[src/rtl/tdc_multistop_control.sv]
// tdc_multistop_control: configures a TDC over a byte-wide SPI master, then
// fires periodic multi-stop shots and streams tagged result words to a FIFO.
module tdc_multistop_control #(
  parameter int unsigned SHOOT_PERIOD  = 5000000,
  parameter int unsigned NUM_STOPS     = 1,
  parameter int unsigned TRIG_DELAY    = 5,
  parameter int unsigned START_WIDTH   = 3,
  parameter int unsigned INTB_TIMEOUT  = 65535,
  parameter logic [1:0]  CALIB_PERIODS = 2'd1
) (
  input  logic        clk,
  input  logic        rst,
  input  logic        init_req,
  input  logic        pause,
  input  logic        tdc_intb,
  input  logic        spi_busy,
  input  logic [7:0]  spi_miso,
  output logic        spi_start,
  output logic [7:0]  spi_mosi,
  output logic        spi_cs_end,
  output logic        tdc_start,
  input  logic        fifo_full,
  output logic        fifo_wr_en,
  output logic [31:0] fifo_data,
  output logic [15:0] timeout_cnt,
  output logic        running
);

  if (NUM_STOPS < 1 || NUM_STOPS > 5) begin : g_bad_num_stops
    $error("NUM_STOPS must be in 1..5");
  end
  if (SHOOT_PERIOD < 2 || TRIG_DELAY < 2 || START_WIDTH < 1 || INTB_TIMEOUT < 1) begin : g_bad_timing
    $error("SHOOT_PERIOD/TRIG_DELAY must be >= 2, START_WIDTH/INTB_TIMEOUT >= 1");
  end

  typedef enum logic [3:0] {
    S_IDLE, S_CFG, S_SHOT_WAIT, S_ARM, S_TRIG, S_PULSE,
    S_INTB_WAIT, S_READ, S_CALC, S_PUSH
  } state_t;

  state_t      r_state, w_state_nxt;
  logic [31:0] r_cnt, w_cnt_nxt;
  logic [1:0]  r_byte_idx, w_byte_idx_nxt;
  logic        r_pend, w_pend_nxt;
  logic        r_spi_start, w_spi_start_nxt, r_spi_start_d;
  logic [7:0]  r_spi_mosi, w_spi_mosi_nxt;
  logic        r_spi_cs_end, w_spi_cs_end_nxt;
  logic        r_tdc_start, w_tdc_start_nxt;
  logic [23:0] r_rdata, w_rdata_nxt;
  logic [2:0]  r_k, w_k_nxt;
  logic [23:0] r_time [0:4];
  logic [23:0] r_cal1, w_cal1_nxt, r_cal2, w_cal2_nxt, r_diff, w_diff_nxt;
  logic [2:0]  r_push_idx, w_push_idx_nxt;
  logic        r_to_flag, w_to_flag_nxt;
  logic        r_wr_req, w_wr_req_nxt;
  logic [31:0] r_fifo_data, w_fifo_data_nxt;
  logic [15:0] r_timeout_cnt, w_timeout_cnt_nxt;
  logic        r_running, w_running_nxt;
  logic        r_intb_s1, r_intb_s2;

  logic        w_txn_active, w_txn_wr, w_txn_fin, w_byte_done, w_time_we, w_push_last;
  logic [5:0]  w_txn_addr;
  logic [7:0]  w_txn_wdata;
  logic [23:0] w_rd_word;
  logic [31:0] w_push_word;

  // A byte ends on the first idle-busy cycle that is neither the start cycle nor the one after it.
  assign w_byte_done  = r_pend & ~r_spi_start & ~r_spi_start_d & ~spi_busy;
  assign w_rd_word    = {r_rdata[15:0], spi_miso};
  assign w_txn_active = (r_state == S_CFG) || (r_state == S_ARM) || (r_state == S_READ);

  // Register transaction selected by the current state (direction, address, write data).
  always_comb begin
    w_txn_wr    = 1'b0;
    w_txn_addr  = 6'h00;
    w_txn_wdata = 8'h00;
    case (r_state)
      S_CFG: begin
        w_txn_wr    = 1'b1;
        w_txn_addr  = 6'h01;
        w_txn_wdata = {CALIB_PERIODS, 3'b000, 3'(NUM_STOPS - 1)};
      end
      S_ARM: begin
        w_txn_wr    = 1'b1;
        w_txn_addr  = 6'h00;
        w_txn_wdata = 8'h01;
      end
      S_READ: begin
        if (r_k < 3'(NUM_STOPS)) begin
          w_txn_addr = 6'h10 + {2'b00, r_k, 1'b0};
        end else if (r_k == 3'(NUM_STOPS)) begin
          w_txn_addr = 6'h1B;
        end else begin
          w_txn_addr = 6'h1C;
        end
      end
      default: begin
        w_txn_wr = 1'b0;
      end
    endcase
  end

  // Word to push next: timeout marker, tagged stop time, or calibration difference.
  always_comb begin
    w_push_word = 32'h0000_0000;
    w_push_last = 1'b0;
    if (r_to_flag) begin
      w_push_word = {4'hE, 28'h000_0000};
      w_push_last = 1'b1;
    end else if (r_push_idx < 3'(NUM_STOPS)) begin
      w_push_word = {1'b0, r_push_idx, 4'h0, r_time[r_push_idx]};
    end else begin
      w_push_word = {4'hF, 4'h0, r_diff};
      w_push_last = 1'b1;
    end
  end

  // Next-state and datapath logic: SPI byte engine plus the shot sequencer.
  always_comb begin
    w_state_nxt       = r_state;
    w_cnt_nxt         = r_cnt;
    w_byte_idx_nxt    = r_byte_idx;
    w_pend_nxt        = r_pend;
    w_spi_start_nxt   = 1'b0;
    w_spi_mosi_nxt    = r_spi_mosi;
    w_spi_cs_end_nxt  = r_spi_cs_end;
    w_tdc_start_nxt   = 1'b0;
    w_rdata_nxt       = r_rdata;
    w_k_nxt           = r_k;
    w_cal1_nxt        = r_cal1;
    w_cal2_nxt        = r_cal2;
    w_diff_nxt        = r_diff;
    w_push_idx_nxt    = r_push_idx;
    w_to_flag_nxt     = r_to_flag;
    w_wr_req_nxt      = r_wr_req;
    w_fifo_data_nxt   = r_fifo_data;
    w_timeout_cnt_nxt = r_timeout_cnt;
    w_running_nxt     = r_running;
    w_time_we         = 1'b0;
    w_txn_fin         = 1'b0;

    if (w_txn_active) begin
      if (!r_pend) begin
        w_spi_start_nxt = 1'b1;
        w_pend_nxt      = 1'b1;
        if (r_byte_idx == 2'd0) begin
          w_spi_mosi_nxt = {1'b0, w_txn_wr, w_txn_addr};
        end else if (w_txn_wr) begin
          w_spi_mosi_nxt = w_txn_wdata;
        end else begin
          w_spi_mosi_nxt = 8'h00;
        end
        w_spi_cs_end_nxt = w_txn_wr ? (r_byte_idx == 2'd1) : (r_byte_idx == 2'd3);
      end else if (w_byte_done) begin
        w_pend_nxt = 1'b0;
        if (!w_txn_wr && (r_byte_idx != 2'd0)) begin
          w_rdata_nxt = w_rd_word;
        end else begin
          w_rdata_nxt = r_rdata;
        end
        if (r_spi_cs_end) begin
          w_byte_idx_nxt = 2'd0;
          w_txn_fin      = 1'b1;
        end else begin
          w_byte_idx_nxt = r_byte_idx + 2'd1;
        end
      end else begin
        w_pend_nxt = r_pend;
      end
    end else begin
      w_pend_nxt = r_pend;
    end

    case (r_state)
      S_IDLE: begin
        if (init_req) begin
          w_byte_idx_nxt = 2'd0;
          w_state_nxt    = S_CFG;
        end else begin
          w_state_nxt = S_IDLE;
        end
      end
      S_CFG: begin
        if (w_txn_fin) begin
          w_running_nxt = 1'b1;
          w_cnt_nxt     = 32'd0;
          w_state_nxt   = S_SHOT_WAIT;
        end else begin
          w_state_nxt = S_CFG;
        end
      end
      S_SHOT_WAIT: begin
        if (r_cnt == 32'(SHOOT_PERIOD - 1)) begin
          if (!pause) begin
            w_cnt_nxt   = 32'd0;
            w_state_nxt = S_ARM;
          end else begin
            w_cnt_nxt = r_cnt;
          end
        end else begin
          w_cnt_nxt = r_cnt + 32'd1;
        end
      end
      S_ARM: begin
        if (w_txn_fin) begin
          w_cnt_nxt   = 32'd0;
          w_state_nxt = S_TRIG;
        end else begin
          w_state_nxt = S_ARM;
        end
      end
      S_TRIG: begin
        // Launch one cycle early so the registered START edge lands TRIG_DELAY cycles after the write.
        if (r_cnt == 32'(TRIG_DELAY - 2)) begin
          w_cnt_nxt       = 32'd0;
          w_tdc_start_nxt = 1'b1;
          w_state_nxt     = S_PULSE;
        end else begin
          w_cnt_nxt = r_cnt + 32'd1;
        end
      end
      S_PULSE: begin
        if (r_cnt == 32'(START_WIDTH - 1)) begin
          w_cnt_nxt   = 32'd0;
          w_state_nxt = S_INTB_WAIT;
        end else begin
          w_tdc_start_nxt = 1'b1;
          w_cnt_nxt       = r_cnt + 32'd1;
        end
      end
      S_INTB_WAIT: begin
        if (!r_intb_s2) begin
          w_k_nxt        = 3'd0;
          w_byte_idx_nxt = 2'd0;
          w_cnt_nxt      = 32'd0;
          w_state_nxt    = S_READ;
        end else if (r_cnt == 32'(INTB_TIMEOUT - 1)) begin
          if (r_timeout_cnt == 16'hFFFF) begin
            w_timeout_cnt_nxt = r_timeout_cnt;
          end else begin
            w_timeout_cnt_nxt = r_timeout_cnt + 16'd1;
          end
          w_to_flag_nxt  = 1'b1;
          w_push_idx_nxt = 3'd0;
          w_cnt_nxt      = 32'd0;
          w_state_nxt    = S_PUSH;
        end else begin
          w_cnt_nxt = r_cnt + 32'd1;
        end
      end
      S_READ: begin
        if (w_txn_fin) begin
          w_k_nxt = r_k + 3'd1;
          if (r_k < 3'(NUM_STOPS)) begin
            w_time_we = 1'b1;
          end else if (r_k == 3'(NUM_STOPS)) begin
            w_cal1_nxt = w_rd_word;
          end else begin
            w_cal2_nxt  = w_rd_word;
            w_state_nxt = S_CALC;
          end
        end else begin
          w_state_nxt = S_READ;
        end
      end
      S_CALC: begin
        w_diff_nxt     = r_cal2 - r_cal1;
        w_push_idx_nxt = 3'd0;
        w_to_flag_nxt  = 1'b0;
        w_state_nxt    = S_PUSH;
      end
      S_PUSH: begin
        if (!r_wr_req) begin
          w_fifo_data_nxt = w_push_word;
          w_wr_req_nxt    = 1'b1;
        end else if (!fifo_full) begin
          w_wr_req_nxt = 1'b0;
          if (w_push_last) begin
            w_to_flag_nxt = 1'b0;
            w_cnt_nxt     = 32'd0;
            w_state_nxt   = S_SHOT_WAIT;
          end else begin
            w_push_idx_nxt = r_push_idx + 3'd1;
          end
        end else begin
          w_wr_req_nxt = r_wr_req;
        end
      end
      default: begin
        w_state_nxt = S_IDLE;
      end
    endcase
  end

  // State and datapath registers; reset aborts any shot and clears all strobes.
  always_ff @(posedge clk or negedge rst) begin
    if (!rst) begin
      r_state       <= S_IDLE;
      r_cnt         <= 32'd0;
      r_byte_idx    <= 2'd0;
      r_pend        <= 1'b0;
      r_spi_start   <= 1'b0;
      r_spi_start_d <= 1'b0;
      r_spi_mosi    <= 8'h00;
      r_spi_cs_end  <= 1'b0;
      r_tdc_start   <= 1'b0;
      r_rdata       <= 24'h0;
      r_k           <= 3'd0;
      r_cal1        <= 24'h0;
      r_cal2        <= 24'h0;
      r_diff        <= 24'h0;
      r_push_idx    <= 3'd0;
      r_to_flag     <= 1'b0;
      r_wr_req      <= 1'b0;
      r_fifo_data   <= 32'h0;
      r_timeout_cnt <= 16'h0;
      r_running     <= 1'b0;
      r_intb_s1     <= 1'b1;
      r_intb_s2     <= 1'b1;
    end else begin
      r_state       <= w_state_nxt;
      r_cnt         <= w_cnt_nxt;
      r_byte_idx    <= w_byte_idx_nxt;
      r_pend        <= w_pend_nxt;
      r_spi_start   <= w_spi_start_nxt;
      r_spi_start_d <= r_spi_start;
      r_spi_mosi    <= w_spi_mosi_nxt;
      r_spi_cs_end  <= w_spi_cs_end_nxt;
      r_tdc_start   <= w_tdc_start_nxt;
      r_rdata       <= w_rdata_nxt;
      r_k           <= w_k_nxt;
      r_cal1        <= w_cal1_nxt;
      r_cal2        <= w_cal2_nxt;
      r_diff        <= w_diff_nxt;
      r_push_idx    <= w_push_idx_nxt;
      r_to_flag     <= w_to_flag_nxt;
      r_wr_req      <= w_wr_req_nxt;
      r_fifo_data   <= w_fifo_data_nxt;
      r_timeout_cnt <= w_timeout_cnt_nxt;
      r_running     <= w_running_nxt;
      r_intb_s1     <= tdc_intb;
      r_intb_s2     <= r_intb_s1;
    end
  end

  // Stop-time capture registers, loaded as each TIMEn read completes.
  always_ff @(posedge clk or negedge rst) begin
    if (!rst) begin
      for (int i = 0; i < 5; i++) begin
        r_time[i] <= 24'h0;
      end
    end else if (w_time_we) begin
      r_time[r_k] <= w_rd_word;
    end
  end

  assign spi_start   = r_spi_start;
  assign spi_mosi    = r_spi_mosi;
  assign spi_cs_end  = r_spi_cs_end;
  assign tdc_start   = r_tdc_start;
  // The request is held in a register; the strobe is gated so no write ever lands while full.
  assign fifo_wr_en  = r_wr_req & ~fifo_full;
  assign fifo_data   = r_fifo_data;
  assign timeout_cnt = r_timeout_cnt;
  assign running     = r_running;

endmodule

[config.mk]
export PLATFORM = sky130hd
export DESIGN_NAME = tdc_multistop_control
export DESIGN_NICKNAME = d
export VERILOG_FILES = /design/src/rtl/tdc_multistop_control.sv
export SDC_FILE = /design/constraint.sdc
export NUM_CORES = 1
export LEC_CHECK = 0
export ABC_AREA = 1
export CORE_ASPECT_RATIO = 1.1
export CORE_MARGIN = 1.5
export CORE_UTILIZATION = 40
export DETAILED_ROUTE_END_ITERATION = 12
export GPL_TIMING_DRIVEN = 0
export HOLD_SLACK_MARGIN = 0.15
export PLACE_DENSITY = 0.59
export SYNTH_ARGS = -nofsm -noshare
export SYNTH_HDL_FRONTEND = slang
export SYNTH_SLANG_ARGS = --single-unit
[constraint.sdc]
create_clock -name clk -period 4.6 [get_ports clk]
set_clock_uncertainty 0.15 [all_clocks]
set_input_delay 0.92 -clock clk [delete_from_list [all_inputs] [get_ports clk]]
set_output_delay 0.92 -clock clk [all_outputs]
set_load 0.02 [all_outputs]
==> impl_metrics.toml <==
[logic_synthesis]
syn_inst = 1982
yosysSeqAreaShare_pct = 47.2
ys_ff_latch = 285
yosys_warnings = 0
synth_cell_types = 51
avgSynthCellArea_um2 = 7.63
synth_area_mm2 = 0.0151

[min_path]
worstHoldPathType = "input port to async pin"

[clock_tree]
clk_latency_ns = 0.61
cts_sinks = 285
postCtsSetupRepairBufs = 0
cts_resized = 0
path_clk_slew_ns = 0.07
cts_root_buf = "clkbuf_16"
cts.path.max_buffers = 3
htreeDepth = 1
cts_buffers = 31
cts_tree = "built"
cts_hold_buf = 0

[place]
dpl.hpwl_mm = 32.4
io_buffers = 69
gp_congestion = 0.931
dpl_worst_slack_ns = 1.25

[timing]
tightest_slew_ns = 0.766
final-setup-viol-count = 0
max_freq_mhz = 298
fin_ws_ns = 1.25
finalCritPeriodShare_pct = 72.9
tns_ns = 0
slew_headroom_pct = 48.7
rsz0062_at_grt = "no"
final_hold_viol_count = 0
drv_slew = 0
fin_crit_ns = 3.35

[die]
io-pin-count = 76
rows = 74
start_util_pct = 40.6
core_area_mm2 = 0.0372
die_x_um = 188
die_area_mm2 = 0.0390
die_h_um = 207

[drt]
wl_met3_mm = 2.36
ant_nets = 0
num_vias = 13272
via_per_inst = 5.09
drtPass1Iterations = 7
drtIter0Drc = 1037
met1_length_mm = 21.1
wl_per_cell_um = 16.5
drt_wl_total_mm = 43.1
dr_wl_met2_mm = 18.7
drcViolationCount = 0
routed.top_layer = "met4"

[flow_run]
drv_cap = 0

[finish]
syn_to_final_growth_pct = 16.6
finalNetCount = 2137
antenna_cells = 0
layout-drive-gt1-share_pct = 6.48

[critical_path]
required_ns = 3.53
worst_setup_path_end_kind = "output pin"
crit_path_max_fanout = 2
cp-start-kind = "input port"
crit_type = "input port to output pin"
crit_arrival_ns = 2.28

[power]
power.density_mw_per_mm2 = 419
vdd_ir_drop_max_v = 0.000259
leakagePower_nw = 8.43

[global_route]
antenna_found_initial = 2
track_usage_pct = 22.4
grt-ovfl-total = 0
grt_pass1_wl_mm = 69.0
grt_pass1_vias = 12634
grt_max_degree = 105

[status]
outcome = "completed"
## worst paths after layout
kind | startpoint | endpoint | slack (ns) | cells after the start
worst min-delay path | rst | timeout_cnt[0]$_DFFE_PN0P_ | 0.16 | 1
min in group clk | r_intb_s1$_DFF_PN1_ | r_intb_s2$_DFF_PN1_ | 0.22 | 0
worst max register to register | r_cnt[0]$_DFFE_PN0P_ | r_state[1]$_DFFE_PN0P_ | 1.86 | 12
worst max-delay path | fifo_full | fifo_wr_en | 1.25 | 3
max in group asynchronous | rst | r_time[45]$_DFFE_PN0P_ | 3.14 | 2
worst min register to register | r_intb_s1$_DFF_PN1_ | r_intb_s2$_DFF_PN1_ | 0.22 | 0
## power by group
part           internal (mW)  leakage (nW)  switching, mW
clock network           1.63         0.536           1.09
registers               2.68          3.92          0.126
logic                  0.543          3.97           1.31
total                   4.85          8.43           2.52
## state kept, by name (all words and copies together), names as in the netlist, 2 cells and up
| name | count |
|---|---|
| r_push_idx | 3 |
| r_byte_idx | 2 |
| r_state | 4 |
| timeout_cnt | 16 |
| r_time | 93 |
| fifo_data | 28 |
| r_rdata | 16 |
| r_cnt | 32 |
| r_cal2 | 24 |
| r_diff | 24 |
| r_k | 3 |
| r_cal1 | 24 |
| spi_mosi | 6 |
## synthesized netlist by cell type (all sizes together)
master,instances,area share [%]
nand2,583,15
dfrtp,283,47
inv,196,4.9
o21ai,190,6.4
nor2,187,5.1
nand3,151,5.2
clkbuf,105,2.6
nand4,47,1.9
a21oi,46,1.5
buf,36,1.6
ha,30,2.5
xor2,18,1.0
nor3,16,0.60
o22ai,16,0.66
o211ai,15,0.74
xnor2,15,0.87
o21a,6,0.30
nand3b,5,0.25
o311ai,5,0.29
a32o,4,0.26
o221ai,4,0.23
and2,3,0.12
o21bai,3,0.15
o31ai,3,0.15
a211oi,2,0.099
a21boi,2,0.099
dfstp,2,0.35
or2,2,0.083
a31oi,1,0.041
and3,1,0.041
conb,1,0.025
fa,1,0.13
nand2b,1,0.041
nor3b,1,0.050
nor4,1,0.041
## layer usage
layer	vias to the layer above	GRT usage (%)
met1	6289	33.5
li1	6576	-
met4	0	6.32
met2	348	34.3
met5	-	0
met3	59	2.42
## per-stage QoR
step,cell area (µm²),power [mW],utilization (%),cells,hold WS [ns]
after floorplan,15100,3.98,-,1987,0.195
after global placement,16400,4.68,44.2,2550,0.200
after detailed placement,16500,4.70,44.4,2552,0.207
after CTS,17600,7.45,47.4,2609,0.173
after global routing,17600,7.74,47.4,2609,0.219
final,17600,7.38,47.4,2609,0.158
## placed cells by master (no fill, tap or decap), types with 4 or more instances in the layout
| cell type | n |
|---|---|
| a32o_1 | 4 |
| o21ai_1 | 49 |
| dfrtp_1 | 283 |
| nand3b_1 | 5 |
| nor2_1 | 175 |
| clkbuf_8 | 6 |
| clkbuf_16 | 31 |
| buf_2 | 16 |
| o211ai_1 | 15 |
| clkbuf_1 | 108 |
| nand3_2 | 6 |
| o21ai_0 | 138 |
| nand4_1 | 47 |
| xnor2_1 | 15 |
| xor2_1 | 18 |
| inv_1 | 186 |
| bufinv_16 | 5 |
| a21oi_1 | 45 |
| buf_6 | 7 |
| o21a_1 | 6 |
| inv_2 | 10 |
| o221ai_1 | 4 |
| clkdlybuf4s50_1 | 68 |
| conb_1 | 6 |
| o22ai_1 | 16 |
| nand2_2 | 7 |
| nand2_1 | 573 |
| nand3_1 | 145 |
| ha_1 | 30 |
| nor2_2 | 7 |
| buf_4 | 10 |
| clkinvlp_4 | 4 |
| nor3_1 | 15 |
## cells by family after synthesis
family / after synthesis / synth area share (%)
simple gates: 998 / 28.2
buf+inv: 337 / 9.10
compound gates: 297 / 10.9
flops: 285 / 47.2
xor+xnor: 33 / 1.91
fa+ha+maj: 31 / 2.61
other cells: 1 / 0.0248
## cell type report
type | instances | area [µm²]
multi-input cells | 1365 | 6630
inverters | 196 | 736
clock buffers | 41 | 873
flip-flops and latches | 285 | 7130
fillers | 3756 | 19600
repair buffers | 71 | 751
clock inverters | 16 | 245
plain buffers | 141 | 641
well taps | 494 | 618
## critical path: stages
cell	delay, ns
clkdlybuf4s50_1	0.40
nor2_1	0.29
clkdlybuf4s50_1	0.67
Power figures use the tool's default switching activity.
